==> config.mk <==
export PLATFORM = sky130hd
export DESIGN_NAME = data_cache_dm_wt
export DESIGN_NICKNAME = d
export VERILOG_FILES = /design/src/rtl/d_cache_pkg.sv /design/src/rtl/d_cache_load_align.sv /design/src/rtl/data_cache_dm_wt.sv
export SDC_FILE = /design/constraint.sdc
export NUM_CORES = 2
export LEC_CHECK = 0
export CAP_MARGIN = 20
export CORE_AREA = 2 2 574 804
export CTS_CLUSTER_DIAMETER = 120
export DETAILED_ROUTE_END_ITERATION = 8
export DIE_AREA = 0 0 576 806
export PLACE_DENSITY_LB_ADDON = 0.3
export SETUP_SLACK_MARGIN = 0.1
export SLEW_MARGIN = 20
export SYNTH_ARGS = -nofsm -noshare
export SYNTH_HDL_FRONTEND = slang
export SYNTH_SLANG_ARGS = --single-unit
==> constraint.sdc <==
create_clock -name CLK -period 8 [get_ports CLK]
set_input_delay 1.6 -clock CLK [delete_from_list [all_inputs] [get_ports CLK]]
set_output_delay 1.6 -clock CLK [all_outputs]
set_load 0.01 [all_outputs]
==> src/rtl/d_cache_pkg.sv <==
// Shared encodings for the direct-mapped write-through data cache:
// load/store type codes, FSM state encoding and the byte-merge helper.
package d_cache_pkg;

  localparam logic HIGH = 1'b1;
  localparam logic LOW  = 1'b0;

  localparam logic [2:0] DATA_CACHE_LOAD_NONE = 3'b000;
  localparam logic [2:0] DATA_CACHE_LOAD_B_S  = 3'b010;
  localparam logic [2:0] DATA_CACHE_LOAD_B_U  = 3'b011;
  localparam logic [2:0] DATA_CACHE_LOAD_H_S  = 3'b100;
  localparam logic [2:0] DATA_CACHE_LOAD_H_U  = 3'b101;
  localparam logic [2:0] DATA_CACHE_LOAD_W    = 3'b110;

  localparam logic [1:0] DATA_CACHE_STORE_NONE = 2'b00;
  localparam logic [1:0] DATA_CACHE_STORE_B    = 2'b01;
  localparam logic [1:0] DATA_CACHE_STORE_H    = 2'b10;
  localparam logic [1:0] DATA_CACHE_STORE_W    = 2'b11;

  typedef enum logic [2:0] {
    IDLE    = 3'd0,
    RD_ADDR = 3'd1,
    RD_DATA = 3'd2,
    WR_REQ  = 3'd3,
    WR_WAIT = 3'd4
  } d_cache_state_e;

  function automatic logic [31:0] merge_bytes(input logic [31:0] old_word,
                                              input logic [31:0] new_word,
                                              input logic [3:0]  strb);
    logic [31:0] merged;
    for (int i = 0; i < 4; i++)
      merged[8*i +: 8] = strb[i] ? new_word[8*i +: 8] : old_word[8*i +: 8];
    return merged;
  endfunction

endpackage

==> src/rtl/d_cache_load_align.sv <==
// Combinational byte/halfword select and sign/zero extension of a cached word.
// Misaligned halves and words are silently aligned down.
module d_cache_load_align
  import d_cache_pkg::*;
#(
  parameter int DATA_WIDTH       = 32,
  parameter int D_CACHE_LW_WIDTH = 3
) (
  input  logic [DATA_WIDTH-1:0]       word,
  input  logic [1:0]                  byte_sel,
  input  logic [D_CACHE_LW_WIDTH-1:0] load_type,
  output logic [DATA_WIDTH-1:0]       load_data
);

  logic [7:0]  byte_val;
  logic [15:0] half_val;

  assign byte_val = word[{byte_sel, 3'b000} +: 8];
  assign half_val = word[{byte_sel[1], 4'b0000} +: 16];

  always_comb begin
    load_data = '0;
    case (load_type)
      DATA_CACHE_LOAD_B_S: load_data = {{(DATA_WIDTH-8){byte_val[7]}}, byte_val};
      DATA_CACHE_LOAD_B_U: load_data = {{(DATA_WIDTH-8){1'b0}}, byte_val};
      DATA_CACHE_LOAD_H_S: load_data = {{(DATA_WIDTH-16){half_val[15]}}, half_val};
      DATA_CACHE_LOAD_H_U: load_data = {{(DATA_WIDTH-16){1'b0}}, half_val};
      DATA_CACHE_LOAD_W:   load_data = word;
      default:             load_data = '0;
    endcase
  end

endmodule

==> src/rtl/data_cache_dm_wt.sv <==
// Direct-mapped, write-through, no-write-allocate L1 data cache, one word per line.
// state   | meaning
// IDLE    | serve load hits in zero wait states, launch misses and stores
// RD_ADDR | read address offered to L2 until accepted
// RD_DATA | waiting for the fill word, then validate the line
// WR_REQ  | write request offered to L2 until accepted
// WR_WAIT | waiting for the L2 write-complete pulse
module data_cache_dm_wt
  import d_cache_pkg::*;
#(
  parameter int ADDRESS_WIDTH    = 32,
  parameter int DATA_WIDTH       = 32,
  parameter int L2_BUS_WIDTH     = 32,
  parameter int D_CACHE_LW_WIDTH = 3,
  parameter int D_CACHE_SW_WIDTH = 2,
  parameter int INDEX_WIDTH      = 6
) (
  input  logic                          CLK,
  input  logic                          RST,
  input  logic [ADDRESS_WIDTH-1:0]      DATA_CACHE_READ_ADDRESS,
  input  logic [D_CACHE_LW_WIDTH-1:0]   DATA_CACHE_LOAD,
  input  logic [ADDRESS_WIDTH-1:0]      DATA_CACHE_WRITE_ADDRESS,
  input  logic [DATA_WIDTH-1:0]         DATA_CACHE_WRITE_DATA,
  input  logic [D_CACHE_SW_WIDTH-1:0]   DATA_CACHE_STORE,
  output logic                          DATA_CACHE_READY,
  output logic [DATA_WIDTH-1:0]         DATA_CACHE_READ_DATA,
  input  logic                          WRITE_TO_L2_READY_DATA,
  output logic                          WRITE_TO_L2_VALID_DATA,
  output logic [ADDRESS_WIDTH-3:0]      WRITE_ADDR_TO_L2_DATA,
  output logic [L2_BUS_WIDTH-1:0]       DATA_TO_L2_DATA,
  output logic [L2_BUS_WIDTH/8-1:0]     WRITE_STROBE_TO_L2_DATA,
  output logic                          WRITE_CONTROL_TO_L2_DATA,
  input  logic                          WRITE_COMPLETE_DATA,
  input  logic                          READ_ADDR_TO_L2_READY_DATA,
  output logic                          READ_ADDR_TO_L2_VALID_DATA,
  output logic [ADDRESS_WIDTH-3:0]      READ_ADDR_TO_L2_DATA,
  output logic                          DATA_FROM_L2_READY_DATA,
  input  logic                          DATA_FROM_L2_VALID_DATA,
  input  logic [L2_BUS_WIDTH-1:0]       DATA_FROM_L2_DATA
);

  localparam int LINES       = 1 << INDEX_WIDTH;
  localparam int TAG_WIDTH   = ADDRESS_WIDTH - 2 - INDEX_WIDTH;
  localparam int WADDR_WIDTH = ADDRESS_WIDTH - 2;
  localparam int STRB_WIDTH  = L2_BUS_WIDTH / 8;

  d_cache_state_e state_q, state_d;

  logic [LINES-1:0]        valid_q;
  logic [TAG_WIDTH-1:0]    tag_q  [LINES];
  logic [L2_BUS_WIDTH-1:0] data_q [LINES];

  logic [WADDR_WIDTH-1:0]  rd_addr_q, wr_addr_q;
  logic [L2_BUS_WIDTH-1:0] wr_data_q;
  logic [STRB_WIDTH-1:0]   wr_strb_q;
  logic                    done_q;

  logic [INDEX_WIDTH-1:0]  rd_idx, wr_idx, fill_idx;
  logic [TAG_WIDTH-1:0]    rd_tag, wr_tag, fill_tag;
  logic                    rd_hit, wr_hit, load_req, store_req;
  logic                    start_store, start_load, cpu_ready;
  logic [L2_BUS_WIDTH-1:0] st_data;
  logic [STRB_WIDTH-1:0]   st_strb;
  logic [DATA_WIDTH-1:0]   load_data;

  assign rd_idx   = DATA_CACHE_READ_ADDRESS[INDEX_WIDTH+1:2];
  assign rd_tag   = DATA_CACHE_READ_ADDRESS[ADDRESS_WIDTH-1:INDEX_WIDTH+2];
  assign wr_idx   = DATA_CACHE_WRITE_ADDRESS[INDEX_WIDTH+1:2];
  assign wr_tag   = DATA_CACHE_WRITE_ADDRESS[ADDRESS_WIDTH-1:INDEX_WIDTH+2];
  assign fill_idx = rd_addr_q[INDEX_WIDTH-1:0];
  assign fill_tag = rd_addr_q[WADDR_WIDTH-1:INDEX_WIDTH];

  assign rd_hit    = valid_q[rd_idx] && (tag_q[rd_idx] == rd_tag);
  assign wr_hit    = valid_q[wr_idx] && (tag_q[wr_idx] == wr_tag);
  assign load_req  = DATA_CACHE_LOAD != DATA_CACHE_LOAD_NONE;
  assign store_req = DATA_CACHE_STORE != DATA_CACHE_STORE_NONE;

  // done_q marks the held store as already written, so the load half of a
  // combined request can proceed without re-issuing the store.
  assign start_store = (state_q == IDLE) && store_req && !done_q;
  assign start_load  = (state_q == IDLE) && !start_store && load_req && !rd_hit;
  assign cpu_ready   = !RST && (state_q == IDLE) && !start_store && !start_load;

  always_comb begin
    st_data = DATA_CACHE_WRITE_DATA;
    st_strb = '1;
    case (DATA_CACHE_STORE)
      DATA_CACHE_STORE_B: begin
        st_data = {(L2_BUS_WIDTH/8){DATA_CACHE_WRITE_DATA[7:0]}};
        st_strb = STRB_WIDTH'(1) << DATA_CACHE_WRITE_ADDRESS[1:0];
      end
      DATA_CACHE_STORE_H: begin
        st_data = {(L2_BUS_WIDTH/16){DATA_CACHE_WRITE_DATA[15:0]}};
        st_strb = DATA_CACHE_WRITE_ADDRESS[1] ? 4'b1100 : 4'b0011;
      end
      default: ;
    endcase
  end

  d_cache_load_align #(
    .DATA_WIDTH       (DATA_WIDTH),
    .D_CACHE_LW_WIDTH (D_CACHE_LW_WIDTH)
  ) u_load_align (
    .word      (data_q[rd_idx]),
    .byte_sel  (DATA_CACHE_READ_ADDRESS[1:0]),
    .load_type (DATA_CACHE_LOAD),
    .load_data (load_data)
  );

  always_ff @(posedge CLK) begin
    if (RST) state_q <= IDLE;
    else     state_q <= state_d;
  end

  always_comb begin
    state_d = state_q;
    case (state_q)
      IDLE: begin
        if (start_store)     state_d = WR_REQ;
        else if (start_load) state_d = RD_ADDR;
      end
      RD_ADDR: if (READ_ADDR_TO_L2_READY_DATA) state_d = RD_DATA;
      RD_DATA: if (DATA_FROM_L2_VALID_DATA)    state_d = IDLE;
      WR_REQ:  if (WRITE_TO_L2_READY_DATA)     state_d = WR_WAIT;
      WR_WAIT: if (WRITE_COMPLETE_DATA)        state_d = IDLE;
      default: state_d = IDLE;
    endcase
  end

  always_comb begin
    DATA_CACHE_READY           = cpu_ready;
    DATA_CACHE_READ_DATA       = '0;
    READ_ADDR_TO_L2_VALID_DATA = LOW;
    DATA_FROM_L2_READY_DATA    = LOW;
    WRITE_TO_L2_VALID_DATA     = LOW;
    WRITE_CONTROL_TO_L2_DATA   = LOW;
    if (cpu_ready && load_req) DATA_CACHE_READ_DATA = load_data;
    case (state_q)
      RD_ADDR: READ_ADDR_TO_L2_VALID_DATA = HIGH;
      RD_DATA: DATA_FROM_L2_READY_DATA    = HIGH;
      WR_REQ: begin
        WRITE_TO_L2_VALID_DATA   = HIGH;
        WRITE_CONTROL_TO_L2_DATA = HIGH;
      end
      default: ;
    endcase
  end

  assign READ_ADDR_TO_L2_DATA    = rd_addr_q;
  assign WRITE_ADDR_TO_L2_DATA   = wr_addr_q;
  assign DATA_TO_L2_DATA         = wr_data_q;
  assign WRITE_STROBE_TO_L2_DATA = wr_strb_q;

  always_ff @(posedge CLK) begin
    if (RST) begin
      valid_q   <= '0;
      rd_addr_q <= '0;
      wr_addr_q <= '0;
      wr_data_q <= '0;
      wr_strb_q <= '0;
      done_q    <= LOW;
    end else begin
      if (start_store) begin
        wr_addr_q <= DATA_CACHE_WRITE_ADDRESS[ADDRESS_WIDTH-1:2];
        wr_data_q <= st_data;
        wr_strb_q <= st_strb;
        if (wr_hit) data_q[wr_idx] <= merge_bytes(data_q[wr_idx], st_data, st_strb);
      end
      if (start_load) rd_addr_q <= DATA_CACHE_READ_ADDRESS[ADDRESS_WIDTH-1:2];
      if (state_q == RD_DATA && DATA_FROM_L2_VALID_DATA) begin
        valid_q[fill_idx] <= HIGH;
        tag_q[fill_idx]   <= fill_tag;
        data_q[fill_idx]  <= DATA_FROM_L2_DATA;
      end
      if (state_q == WR_WAIT && WRITE_COMPLETE_DATA) done_q <= HIGH;
      else if (cpu_ready)                            done_q <= LOW;
    end
  end

endmodule

After elaboration in Yosys (flattened, before gate mapping)
Memories as Yosys holds them, arrays and structs flattened.
Index checks and enable logic that the tools add are counted.

word-level totals
  RAM bits = 3584
  latch bits = 0
  word-level logic and storage cells = 105
  output and inout bits = 133
  ROM bits = 0
  register bits = 164
  memories kept = 2

cells by class
  order comparisons = 4
  $add $sub $neg = 0
  reduce and logical (&&, ||, !) cells = 29
  shifts and indexed selects = 3
  equal/unequal tests = 22
  div/mod/pow operators = 0
  bitwise gates (word level) = 1
  muxes and demuxes = 37
  multiply operators = 0

memories
  memory  depth  bits a word  rd ports  clocked after Yosys merged registers in  wr ports  line                    RTL
  data_q  64     32           1         0                                        1         data_cache_dm_wt.sv:51  logic [L2_BUS_WIDTH-1:0] data_q [LINES];
  tag_q   64     24           2         0                                        1         data_cache_dm_wt.sv:50  logic [TAG_WIDTH-1:0] tag_q [LINES];

operator list
  cell                number
  $pmux 32 s5         1
  $mux 32             2
  $or 64x64->64       1
  $pmux 32 s2         1
  $eq 24x24->1        2
  $mux 8              4
  $reduce_or 32->1    1
  $shiftx 32x6->16    1
  $shiftx 32x6->8     1
  $lt 6x7->1 const B  3
  $mux 3              6
  $mux 1              15
  $pmux 3 s5          1
  $logic_and 1x1->1   14
  $bmux 1 s6          2
  $eq 3x2->1 const B  4
  $eq 3x3->1 const B  4
  $mux 4              2
  $ne 2x2->1 const B  4
  $pmux 4 s2          1
  $reduce_and 2->1    4
  $demux 1 s6         1
  $ge 6x1->1 const B  1
  $mux 6              1
  other kinds (11)    19

Longest topological paths before layout
  word-level depth = 11
  mapped depth = 20
  depth with buffers taken out = 11

By module
Synthesis repeated with hierarchy kept, for this count alone.

second synthesis, totals
  cells, all modules = 8113
  area, all modules = 160943.1 um2

modules (own cells, without submodules)
  module              instances  cells an instance  area each (um2)
  data_cache_dm_wt    1          8010               160118.6
  d_cache_load_align  1          103                824.5

Worst setup path after synthesis
OpenSTA, ideal clock, no wires.

  kind = in2out
  from = input port DATA_CACHE_READ_ADDRESS[3]
  to = output port DATA_CACHE_READ_DATA[5]
  setup slack = 1097 ps
  required time = 6400 ps
  data arrival time = 5303 ps
  buffers on the path = 12
  cell stages on the path = 18
  cell sequence = buf_2 -> buf_6 -> buf_4 -> buf_6 -> buf_6 -> buf_4 -> buf_6 -> buf_6 -> buf_2 -> buf_4 -> clkbuf_1 -> clkbuf_1 -> mux4_2 -> mux4_2 -> nand2_1 -> a31oi_1 -> a222oi_1 -> nor2_1

on the way
  longest elaborated chain between the ends = 9
  elaborated cells between the ends (all ways) = 15

ends and longest elaborated chain
  what                                                   line                     RTL
  start, declared                                        data_cache_dm_wt.sv:20   input logic [ADDRESS_WIDTH-1:0] DATA_CACHE_READ_ADDRESS,
  branches (longest 8 deep; another with $mem_v2 64x32)  --
  $mux 32 *                                              data_cache_dm_wt.sv:137  if (cpu_ready && load_req) DATA_CACHE_READ_DATA = load_data;
  end, declared                                          data_cache_dm_wt.sv:26   output logic [DATA_WIDTH-1:0] DATA_CACHE_READ_DATA,

Every way passes the cells marked *. The select of a mux whose other input is x is not followed.

Worst setup path in the final report
  from = input port DATA_CACHE_READ_ADDRESS[3]
  to = output port DATA_CACHE_READ_DATA[27]

Same word-level chain as after synthesis.

==> out/results.txt <==
Mapped Area -> 159000 sq um
Pint -> 33500 uW
Worst setup margin -> 0.0538 ns
Die area -> 464000 sq um
Worst vdd ir -> 0.173 mV
Initial antenna violation count -> 29
Row cnt -> 294
Synth Register Bits -> 3748
Max-slew violations -> 0
Starting DRC count in detailed routing -> 13100
Largest net degree at the start of global routing -> 100
Clock transition at path regs -> 0.06 ns
GPL Wtd Cong -> 0.942
Crit. End Element -> primary output
Root Driver -> clkbuf_16
Port bufs -> 271
Clock group share of total power -> 41.6%
CP bufs+invs -> 7
Crit-path cells -> buf_12 > buf_12 > buf_4 > nand2_1 > buf_4 > o22ai_1 > o41ai_1 > o21ai_0 > xnor2_2 > nand4_1 > nor3_1 > nand4bb_2 > buf_12 > buf_4 > a21oi_1 > clkdlybuf4s50_1
Number of flops mapped to enable cells by yosys -> 3584
DR DRC count -> 0
Outcome -> finished, final reports clean
Syn Area/Cell -> 20.2 sq um
Post-CTS Hold Buffers -> 0
CTS tree -> done
Number of global-route vias before repair -> 91300
Post-Syn Instances -> 7875
Clock sinks -> 3748
Setup crit start kind -> input port
Slowest stage delay, CP -> 0.67 ns
Area grow syn2layout -> 17.4%
Synth Area in Simple Gates -> 2.99%
First-pass GRT wire length -> 755000 um
Post-place instance area -> 174000 sq um
Worst EP required -> 6.40 ns
ANT nets after route -> 0
DR WL/cell -> 36.7 um
Reg area -> 111000 sq um
Top cell type's share of synthesized area -> 67.5%
Global route overflow -> 0
Max clock buf depth -> 4
Mapped Nets -> 8017
Clk Latency, worst-skew pair -> 0.97 ns
Layout cell share with drive strength beyond 1 -> 32.4%
Place WS -> -0.0446 ns
Footprint of the multi-input gates -> 46300 sq um
Arr. time, crit path -> 6.35 ns
Post-Synth Adder-Cell Area -> 0.0235%
Top post-synthesis cells by area -> edfxtp_1 (68%), mux4_2 (20%), dfxtp_1 (2.1%)
Detailed-route via count -> 90600
Setup Viol. Count Final -> 0
Synth Area in Compound Gates -> 2.69%
Library cells used by synthesis -> 86
Sw power -> 10100 uW
Leak Pwr -> 0.0614 uW
Slew of the pin with the lowest slew margin -> 1.28 ns
Synth async-reset ratio -> 0%
Post-Synth XOR/XNOR Area -> 0.280%
Gr usage total -> 23.4%
Switching Share -> 23.2%
Main combinational cell family by area after synthesis -> multiplexers
Filler cells -> 40300
Mux cell area share after synthesis -> 22.5%
Critical path class -> in2out
Primary FF master, synth -> edfxtp_1
1st-pass router iterations -> 8
Dpl hpwl -> 366000 um
Final Skew -> 0.0540 ns
I/O Pins -> 272
Max_cap viols -> 0
Warnings from Yosys -> 0
Share of power burned in registers -> 50.2%
Rel. slew slack -> 14.3%
Design area -> 187000 sq um
Sequential area share after synthesis -> 69.6%
Tmin final -> 7.95 ns
Final nets -> 8885
Finished Core Util -> 40.9%
Fmax achieved -> 0.126 GHz
RSZ-0062 raised after global routing -> false
Initial Util -> 34.9%
Period utilization -> 99.3%
Area of the core -> 457000 sq um
Hold WC Path Type -> reg2reg
Logic pwr share -> 8.2%
Critical path's slowest cell -> o41ai_1
Die span in x -> 576 um
Area leader, netlist -> edfxtp_1
Power Dens Cells -> 233 nW/um^2
Number of buffers created by CTS -> 391
Hold Violations, Final -> 0
Die Span Y -> 806 um
Family with the most delay on the worst path -> buffers and inverters
Via/cell ratio -> 5.98
Setup Buffers After CTS -> 0
WL final -> 556000 um
Crit-path max FO -> 35
H-tree depth -> 5
-- worst reg2reg max path: stages, from the launching register on --
cell and delay [ns]:
dfxtp_1 0.43, inv_1 0.15, nand2_1 0.27, nor3_2 0.82
buf_4 0.61, a21oi_1 0.27, nor2_1 0.44, nand2_1 0.65
nor2_4 0.93, buf_4 0.45
-- sequential cells by signal (all words and copies together) (netlist names) --
signal,flops
state_q,3
data_q,2048
tag_q,1536
WRITE_STROBE_TO_L2_DATA,4
WRITE_ADDR_TO_L2_DATA,30
READ_ADDR_TO_L2_DATA,30
done_q,1
DATA_TO_L2_DATA,32
valid_q,64
-- final timing paths --
kind,start,to,slack [ns],cells past startpoint
worst min-delay path,WRITE_ADDR_TO_L2_DATA[28],WRITE_ADDR_TO_L2_DATA[28],0.45,2
worst min register to register,WRITE_ADDR_TO_L2_DATA[28],WRITE_ADDR_TO_L2_DATA[28],0.45,2
worst max-delay path,DATA_CACHE_READ_ADDRESS[3],DATA_CACHE_READ_DATA[27],0.05,16
worst max register to register,state_q[0],tag_q[38][15],2.62,9
-- cell usage in the layout (no fill, tap or decap), types with 54 or more instances in the layout --
master / instances
nor2_1: 379
clkbuf_16: 403
buf_4: 679
nor2_4: 54
a21oi_1: 155
clkdlybuf4s50_1: 258
o21ai_0: 62
dfxtp_1: 140
a21o_1: 65
mux2i_1: 300
a22oi_1: 144
mux4_2: 1427
nand3_1: 61
nand2_1: 329
clkbuf_1: 73
edfxtp_1: 3584
clkinv_1: 79
clkinv_2: 75
buf_12: 67
-- synth_stat cells (76+ instances only) --
library cell  count
a21oi_1         171
a22oi_1         144
buf_2           179
clkbuf_1        207
dfxtp_1         164
edfxtp_1       3584
mux2i_1         300
mux4_2         1427
nand2_1         337
nor2_1          435
o21ai_0          76
-- power groups by stage --
| stage | clock (uW) | sequential [uW] | combinational, uW |
|---|---|---|---|
| after CTS | 18400 | 21900 | 3560 |
| after global placement | 0 | 22300 | 3480 |
| after detailed placement | 0 | 22300 | 3550 |
| after floorplan | 0 | 22400 | 1880 |
| final | 18200 | 21900 | 3580 |
| after global routing | 19100 | 21900 | 3710 |
-- cells by family after synthesis --
kind of cell	after synthesis
buffers and inverters	589
adder cells (fa/ha/maj)	3
multiplexers	1763
flip-flops	3748
AND/OR/NAND/NOR	1072
XOR/XNOR	51
AO/OA/AOI/OAI	649
-- timing repair --
| action | CTS | global route |
|---|---|---|
| resized for setup | 3 | 9 |
| setup endpoints to repair | 25 | 32 |
| cloned | 0 | 1 |
| pin swaps | 0 | 0 |
| hold endpoints to repair | 0 | 0 |
-- metrics by stage --
stage	std cells	power [uW]	TNS, ns	hold slack, ns
final	15100	43700	0	0.453
after global routing	15100	44700	0	0.472
after CTS	15100	43800	0	0.454
after detailed placement	14400	25900	-0.0729	0.446
after global placement	14400	25800	-0.545	0.445
after floorplan	7875	24300	0	0.438
-- cell type report --
cell class              instances  area share, %
flip-flops and latches       3748           59.3
multi-input cells            3538           24.7
clock buffers                 490           5.63
repair buffers               1022           5.03
well taps                    6068           4.06
clock inverters               221           1.10
inverters                      42         0.0916
diodes                         12         0.0161
-- routing by layer --
layer / vias up / share of wire (%) / track usage [%]
li1: 35000 / - / -
met1: 48500 / 35 / 27.7
met2: 5599 / 49 / 38.9
met3: 1438 / 9.5 / 5.60
met4: 32 / 7.1 / 14.2
met5: - / 0.041 / 0
No activity file was read; power rests on OpenSTA's default activity.
